===== src/rtl/skew_feeder_pkg.sv =====
// Package for the skew feeder: shared data-width default, FSM state encodings and a
// counter-width helper.
//
// Configuration macros used by this slice:
//   WIDTH_DATA          default element width per lane (8 when not supplied externally)
//   SKEW_STARVE_CNT_EN  enables the optional starve counter in skew_feeder

`ifndef WIDTH_DATA
`define WIDTH_DATA 8
`endif

package skew_feeder_pkg;

  typedef enum logic [1:0] {
    SKF_IDLE  = 2'd0,
    SKF_FEED  = 2'd1,
    SKF_FLUSH = 2'd2,
    SKF_DONE  = 2'd3
  } skf_state_e;

  // Width of a counter that must hold values 0..n-1; never narrower than one bit.
  function automatic int unsigned cnt_width(input int unsigned n);
    return (n > 1) ? $clog2(n) : 1;
  endfunction

endpackage


===== src/rtl/skew_lane.sv =====
// skew_lane: DEPTH-stage {valid, data} shift chain for one lane of the skew feeder.
//
// Ports:
//   i_clk    clock
//   i_rst_n  synchronous active-low reset
//   i_clear  synchronous soft reset (same effect as i_rst_n)
//   i_en     advance enable; the chain holds when low
//   i_vin    valid loaded into stage 0 on advance
//   i_din    data loaded into stage 0 on advance (replaced by zero when i_vin is low)
//   o_vout   valid of the last stage
//   o_dout   data of the last stage

module skew_lane
  import skew_feeder_pkg::*;
#(
  parameter int unsigned WIDTH = 8,
  parameter int unsigned DEPTH = 1
) (
  input  logic             i_clk,
  input  logic             i_rst_n,
  input  logic             i_clear,
  input  logic             i_en,
  input  logic             i_vin,
  input  logic [WIDTH-1:0] i_din,
  output logic             o_vout,
  output logic [WIDTH-1:0] o_dout
);

  logic [DEPTH-1:0] r_valid;
  logic [WIDTH-1:0] r_data [DEPTH];

  always_ff @(posedge i_clk) begin
    if (!i_rst_n || i_clear) begin
      r_valid <= '0;
      for (int unsigned s = 0; s < DEPTH; s++) begin
        r_data[s] <= '0;
      end
    end else if (i_en) begin
      r_valid[0] <= i_vin;
      // Invalid stages always carry zero so the array sees clean padding.
      r_data[0]  <= i_vin ? i_din : '0;
      for (int unsigned s = 1; s < DEPTH; s++) begin
        r_valid[s] <= r_valid[s-1];
        r_data[s]  <= r_data[s-1];
      end
    end
  end

  assign o_vout = r_valid[DEPTH-1];
  assign o_dout = r_data[DEPTH-1];

endmodule


===== src/rtl/skew_feeder.sv =====
// skew_feeder: input staging in front of the systolic MAC array. Accepts one LANES-wide
// vector per beat, delays lane i by i+1 advance cycles to form the diagonal wavefront,
// counts k_len beats per tile, flushes the skew with zeros and pulses tile_done.
//
// Ports:
//   i_clk, i_rst_n     clock, synchronous active-low reset
//   i_clear            synchronous soft reset; aborts a tile without tile_done
//   i_start, i_k_len   begin a tile of k_len beats (sampled in IDLE only)
//   i_stall            array freeze; nothing advances while high
//   i_in_valid/o_in_ready/i_in_data   upstream beat handshake; lane i = i_in_data[i*WIDTH +: WIDTH]
//   o_out_valid, o_out_data           skewed per-lane valid/data toward the array
//   o_busy             high whenever the FSM is not IDLE
//   o_tile_done        one-cycle pulse with the last lane output of a tile
//   o_starve_cnt       (SKEW_STARVE_CNT_EN only) saturating count of unstalled FEED cycles
//                      without input
//
// Optional feature macro: SKEW_STARVE_CNT_EN.

`ifndef WIDTH_DATA
`define WIDTH_DATA 8
`endif

module skew_feeder
  import skew_feeder_pkg::*;
#(
  parameter int unsigned LANES = 4,
  parameter int unsigned WIDTH = `WIDTH_DATA,
  parameter int unsigned K_MAX = 256,
  parameter int unsigned KW    = $clog2(K_MAX + 1)
) (
  input  logic                   i_clk,
  input  logic                   i_rst_n,
  input  logic                   i_clear,
  input  logic                   i_start,
  input  logic [KW-1:0]          i_k_len,
  input  logic                   i_stall,
  input  logic                   i_in_valid,
  output logic                   o_in_ready,
  input  logic [LANES*WIDTH-1:0] i_in_data,
  output logic [LANES-1:0]       o_out_valid,
  output logic [LANES*WIDTH-1:0] o_out_data,
  output logic                   o_busy,
  output logic                   o_tile_done
`ifdef SKEW_STARVE_CNT_EN
  ,
  output logic [31:0]            o_starve_cnt
`endif
);

  localparam int unsigned FW         = cnt_width(LANES);
  // Value of the flush counter on the final flush advance (LANES-1 advances in total).
  localparam int unsigned FLUSH_LAST = (LANES > 1) ? (LANES - 2) : 0;

  skf_state_e    r_state, w_state_nxt;
  logic [KW-1:0] r_k_len, w_k_len_nxt;
  logic [KW-1:0] r_beat_cnt, w_beat_cnt_nxt;
  logic [KW-1:0] w_beat_inc;
  logic [FW-1:0] r_flush_cnt, w_flush_cnt_nxt;
  logic          r_zero_done, w_zero_done_nxt;
  logic          w_in_ready;
  logic          w_accept;
  logic          w_start_acc;

  // clear must win over an in-flight handshake, so ready is masked by it as well.
  assign w_in_ready  = (r_state == SKF_FEED) && !i_stall && !i_clear;
  assign w_accept    = i_in_valid && w_in_ready;
  assign w_beat_inc  = r_beat_cnt + KW'(1);
  assign w_start_acc = (r_state == SKF_IDLE) && i_start && !i_stall;

  always_comb begin
    w_state_nxt     = r_state;
    w_k_len_nxt     = r_k_len;
    w_beat_cnt_nxt  = r_beat_cnt;
    w_flush_cnt_nxt = r_flush_cnt;
    w_zero_done_nxt = 1'b0;
    unique case (r_state)
      SKF_IDLE: begin
        if (w_start_acc) begin
          if (i_k_len == '0) begin
            // Empty tile: report completion without ever leaving IDLE.
            w_zero_done_nxt = 1'b1;
          end else begin
            w_state_nxt    = SKF_FEED;
            w_k_len_nxt    = i_k_len;
            w_beat_cnt_nxt = '0;
          end
        end
      end
      SKF_FEED: begin
        if (w_accept) begin
          w_beat_cnt_nxt = w_beat_inc;
          if (w_beat_inc == r_k_len) begin
            w_state_nxt     = (LANES == 1) ? SKF_DONE : SKF_FLUSH;
            w_flush_cnt_nxt = '0;
          end
        end
      end
      SKF_FLUSH: begin
        if (!i_stall) begin
          if (r_flush_cnt == FW'(FLUSH_LAST)) begin
            w_state_nxt = SKF_DONE;
          end else begin
            w_flush_cnt_nxt = r_flush_cnt + FW'(1);
          end
        end
      end
      SKF_DONE: begin
        // Leaves unconditionally so tile_done is exactly one cycle even under stall.
        w_state_nxt = SKF_IDLE;
      end
      default: w_state_nxt = SKF_IDLE;
    endcase
  end

  always_ff @(posedge i_clk) begin
    if (!i_rst_n || i_clear) begin
      r_state     <= SKF_IDLE;
      r_k_len     <= '0;
      r_beat_cnt  <= '0;
      r_flush_cnt <= '0;
      r_zero_done <= 1'b0;
    end else begin
      r_state     <= w_state_nxt;
      r_k_len     <= w_k_len_nxt;
      r_beat_cnt  <= w_beat_cnt_nxt;
      r_flush_cnt <= w_flush_cnt_nxt;
      r_zero_done <= w_zero_done_nxt;
    end
  end

  always_ff @(posedge i_clk) begin
    if (i_rst_n && !i_clear && w_start_acc) begin
      assert (i_k_len <= KW'(K_MAX))
        else $error("skew_feeder: k_len %0d exceeds K_MAX %0d", i_k_len, K_MAX);
    end
  end

  for (genvar g = 0; g < LANES; g++) begin : g_lane
    skew_lane #(
      .WIDTH (WIDTH),
      .DEPTH (g + 1)
    ) u_lane (
      .i_clk   (i_clk),
      .i_rst_n (i_rst_n),
      .i_clear (i_clear),
      .i_en    (!i_stall),
      .i_vin   (w_accept),
      .i_din   (i_in_data[g*WIDTH +: WIDTH]),
      .o_vout  (o_out_valid[g]),
      .o_dout  (o_out_data[g*WIDTH +: WIDTH])
    );
  end

`ifdef SKEW_STARVE_CNT_EN
  logic [31:0] r_starve_cnt;

  always_ff @(posedge i_clk) begin
    if (!i_rst_n || i_clear) begin
      r_starve_cnt <= '0;
    end else if (w_start_acc) begin
      r_starve_cnt <= '0;
    end else if ((r_state == SKF_FEED) && !i_stall && !i_in_valid && (r_starve_cnt != '1)) begin
      r_starve_cnt <= r_starve_cnt + 32'd1;
    end
  end

  assign o_starve_cnt = r_starve_cnt;
`endif

  assign o_in_ready  = w_in_ready;
  assign o_busy      = (r_state != SKF_IDLE);
  assign o_tile_done = (r_state == SKF_DONE) || r_zero_done;

endmodule

===== config.mk =====
export PLATFORM = sky130hd
export DESIGN_NAME = skew_feeder
export DESIGN_NICKNAME = d
export VERILOG_FILES = /design/src/rtl/skew_feeder_pkg.sv /design/src/rtl/skew_lane.sv /design/src/rtl/skew_feeder.sv
export SDC_FILE = /design/constraint.sdc
export NUM_CORES = 1
export LEC_CHECK = 0
export ABC_CLOCK_PERIOD_IN_PS = 4210
export BUFFER_PORTS_ARGS = -buffer_cell sky130_fd_sc_hd__buf_2
export CORE_AREA = 4 4 121 123
export DETAILED_ROUTE_END_ITERATION = 7
export DIE_AREA = 0 0 125 127
export PLACE_DENSITY = 0.51
export SLEW_MARGIN = 20
export SYNTH_ARGS = -nofsm -noshare
export SYNTH_HDL_FRONTEND = slang
export SYNTH_SLANG_ARGS = --single-unit

===== constraint.sdc =====
create_clock -name i_clk -period 4.21 [get_ports i_clk]
set_input_delay 0.6315 -clock i_clk [delete_from_list [all_inputs] [get_ports i_clk]]
set_output_delay 0.6315 -clock i_clk [all_outputs]
set_load 0.02 [all_outputs]

==> impl_metrics.yaml <==
cts:
  clk_latency_ps: 350
  clock_sinks: 107
  cts-buffers-inserted: 9
  clockBufferDepth: 2
  ctsHtreeMaxLevel: 3
  root_buffer: "clkbuf_16"
  cts_resized: 0
  hold_buffers: 0
  postCtsSetupBuffers: 0
  path_clk_slew_ps: 70
  cts_tree: "built"
critical_path:
  critPathMaxStageDelay_ps: 450
  cp-end-kind: "flop"
  critPathKind: "flop to flop"
  r2r-end: "r_beat_cnt[6]"
  rr_startpoint: "r_state[0]"
  path_max_fanout: 11
  critPathBufInv: 1
  ff2ff_path_depth: 8
  slowest_stage: "a211o_1"
  cp_top_family: "simple AND/OR/NAND/NOR gates"
  start_kind: "flop"
  cp.arrival_ps: 2790
  r2r_slack_ps: 1700
  required_ps: 4490
  path_cells: "inv_1, ha_1, nand2_1, nor2_2, nand2b_2, a211o_1, or4_1, a21oi_1"
synth:
  muxShareOfSynthArea_pct: 2.146
  ys_ff_latch: 107
  netlist_area_sq_um: 4663
  synth_area_leaders: "edfxtp_1 52%, dfxtp_1 12%, and2_1 11%"
  synth_common_cells: "84 x and2_1, 80 x edfxtp_1, 27 x dfxtp_1"
  synthXorXnorAreaFrac_pct: 2.254
  yosys_warnings: 0
  synth-main-ff-cell: "edfxtp_1"
  synth_nets: 422
  synth_top_area_share_pct: 51.52
  synth_top_family_by_area: "simple AND/OR/NAND/NOR gates"
  synth-simple-area-share_pct: 19.75
  yosys.cell_types.count: 49
  syn-mean-instance-area_sq_um: 12.67
  yosysMostFrequentCell: "and2_1"
  synth-seq-area-share_pct: 63.11
  synth_compound_area_share_pct: 5.608
  ys_async_sr_fraction_pct: 0
  syn_inst: 368
  synth_edf_count: 80
  yosys.area.top_type: "edfxtp_1"
  synthAdderAreaFrac_pct: 1.878
global_routing:
  first_global_vias: 2840
  grt_use_met3_pct: 4.557
  antenna_found_initial: 1
  grt_max_degree: 81
  grt.busiest_layer: "met2"
  grt_use_met2_pct: 17.65
  grt_use_total_pct: 11.35
  grt_pass1_wl_microns: 14370
  gr-total-overflow: 0
  use_met1_pct: 14.50
timing:
  worst_pin_slew_ps: 1045
  slew_headroom_pct: 30.34
  fin_crit_ps: 2508
  finalSetupViolCount: 0
  grt_setup_unrepaired: "false"
  fin_worst_skew_ps: 7.197
  fin_crit_sh_pct: 59.58
  setup_tns_ps: 0
  hold_viol_final: 0
  fmax_mhz: 398.7
  maxSlewViolCount: 0
floorplanning:
  dieHeight_microns: 127
  chipWidth_microns: 125
  die_area_sq_um: 15880
  start_util_pct: 34.12
  rows: 43
  io_pins: 86
  coreArea_sq_um: 13670
placed_design:
  dp.final_hpwl_microns: 5779
  dp.cells: 600
  gp_congestion: 0.7665
  io_buffer_count: 85
power_and_ir_drop:
  p_leak_nw: 2.313
  power_density_nw_per_um2: 394.8
  ir_drop_mv: 0.1608
min_path:
  hp-class: "flop to flop"
  hold_end: "r_flush_cnt[1]"
  hp-start: "r_flush_cnt[1]"
  hold_path_depth: 2
cells_and_area:
  fin_cells: 616
  syn_to_final_growth_pct: 16.26
  drive_above_1_share_pct: 26.38
  final_nets: 485
  n_antenna_cell: 0
outcome:
  outcome: "complete, no violations"
routing:
  via_per_inst: 4.524
  dr_total_vias: 2787
  drcViolationCount: 0
  dr.pass1.iters: 4
  routed_wl_microns: 8648
  wl_per_cell_microns: 14.04
  drt_iter0_drc: 253
  drt.antenna.violating_nets: 0
flow_run:
  cap_viol_max_count: 0
==> cell type report <==
class,count,area [sq um]
Fill cell,1336,8244
Sequential cell,107,2943
Clock inverter,6,71.32
Multi-Input combinational cell,220,1490
Inverter,6,22.52
Tap cell,180,225.2
Clock buffer,10,229.0
Timing Repair Buffer,87,440.4
==> registers in the layout, indices dropped and copies added (netlist names) <==
signal                 flops
g_lane.u_lane.r_valid      4
g_lane.u_lane.r_data      80
r_flush_cnt                2
r_k_len                    9
r_state                    2
r_zero_done                1
r_beat_cnt                 9
==> cell usage in the layout, fill, tap and decap left out, types with 3 or more instances in the layout <==
cell type | netlist | routed
buf_2 | 1 | 85
and2_1 | 84 | 84
edfxtp_1 | 80 | 80
dfxtp_1 | 27 | 27
a21oi_1 | 16 | 16
nand2_1 | 14 | 13
nor2_1 | 15 | 13
mux2i_1 | 10 | 10
clkbuf_16 | 0 | 9
or3_1 | 8 | 8
xnor2_1 | 7 | 7
ha_1 | 7 | 7
inv_1 | 6 | 6
nor3_1 | 6 | 6
o21ai_1 | 6 | 6
xor2_1 | 5 | 5
and3_1 | 4 | 4
nand3_1 | 4 | 4
nor2_2 | 1 | 3
==> tightest hold or removal path, delay by kind of cell, from the launching register on <==
kind	cells	cell delay, ps
flip-flops	1	310
multiplexers	1	60
AND/OR/NAND/NOR	1	50
==> routing by layer <==
metal,wire [microns],part of all wire [%],up-vias
li1,-,-,1397
met1,4144,48,1312
met2,3879,45,65
met3,491,5.7,11
met4,125,1.4,2
met5,7,0.081,-
==> how the worst max path moves through the flow <==
stage | from | to | cells after the start | slack, ps
after floorplan | i_stall | g_lane[0].u_lane.r_data[0][0] | 2 | 1080
final | r_state[0] | r_beat_cnt[6] | 8 | 1700
after global routing | r_state[1] | r_beat_cnt[6] | 8 | 1520
after detailed placement | i_k_len[5] | r_beat_cnt[7] | 7 | 1580
after global placement | i_k_len[5] | r_beat_cnt[2] | 7 | 1630
after CTS | r_state[0] | r_beat_cnt[6] | 8 | 1670
==> metrics by stage <==
step | utilization [%] | worst slack, ps | area [sq um] | hold WS, ps | power, mW
finish | 39.67 | 1702 | 5421 | 469.5 | 2.140
global route | 39.67 | 1521 | 5421 | 508.8 | 2.232
CTS | 39.65 | 1673 | 5419 | 473.7 | 2.179
floorplan | - | 1083 | 4663 | 441.7 | 1.270
global placement | 37.46 | 1631 | 5119 | 452.2 | 1.310
detailed placement | 37.46 | 1585 | 5119 | 463.2 | 1.313
==> cell families (layout without fill, tap and decap cells) <==
| kind of cell | after synthesis | in the layout |
|---|---|---|
| buffers and inverters | 41 | 109 |
| flip-flops | 107 | 107 |
| multiplexers | 10 | 10 |
| XOR/XNOR | 12 | 12 |
| AND/OR/NAND/NOR | 154 | 154 |
| adder cells (fa/ha/maj) | 7 | 7 |
| AO/OA/AOI/OAI | 37 | 37 |
==> power breakdown <==
group	internal [mW]	switching, mW	total [mW]
Sequential	1.16	0.00878	1.17
Clock	0.468	0.387	0.855
Combinational	0.0423	0.0740	0.116
Total	1.67	0.470	2.14
(Power assumes the default switching activity.)
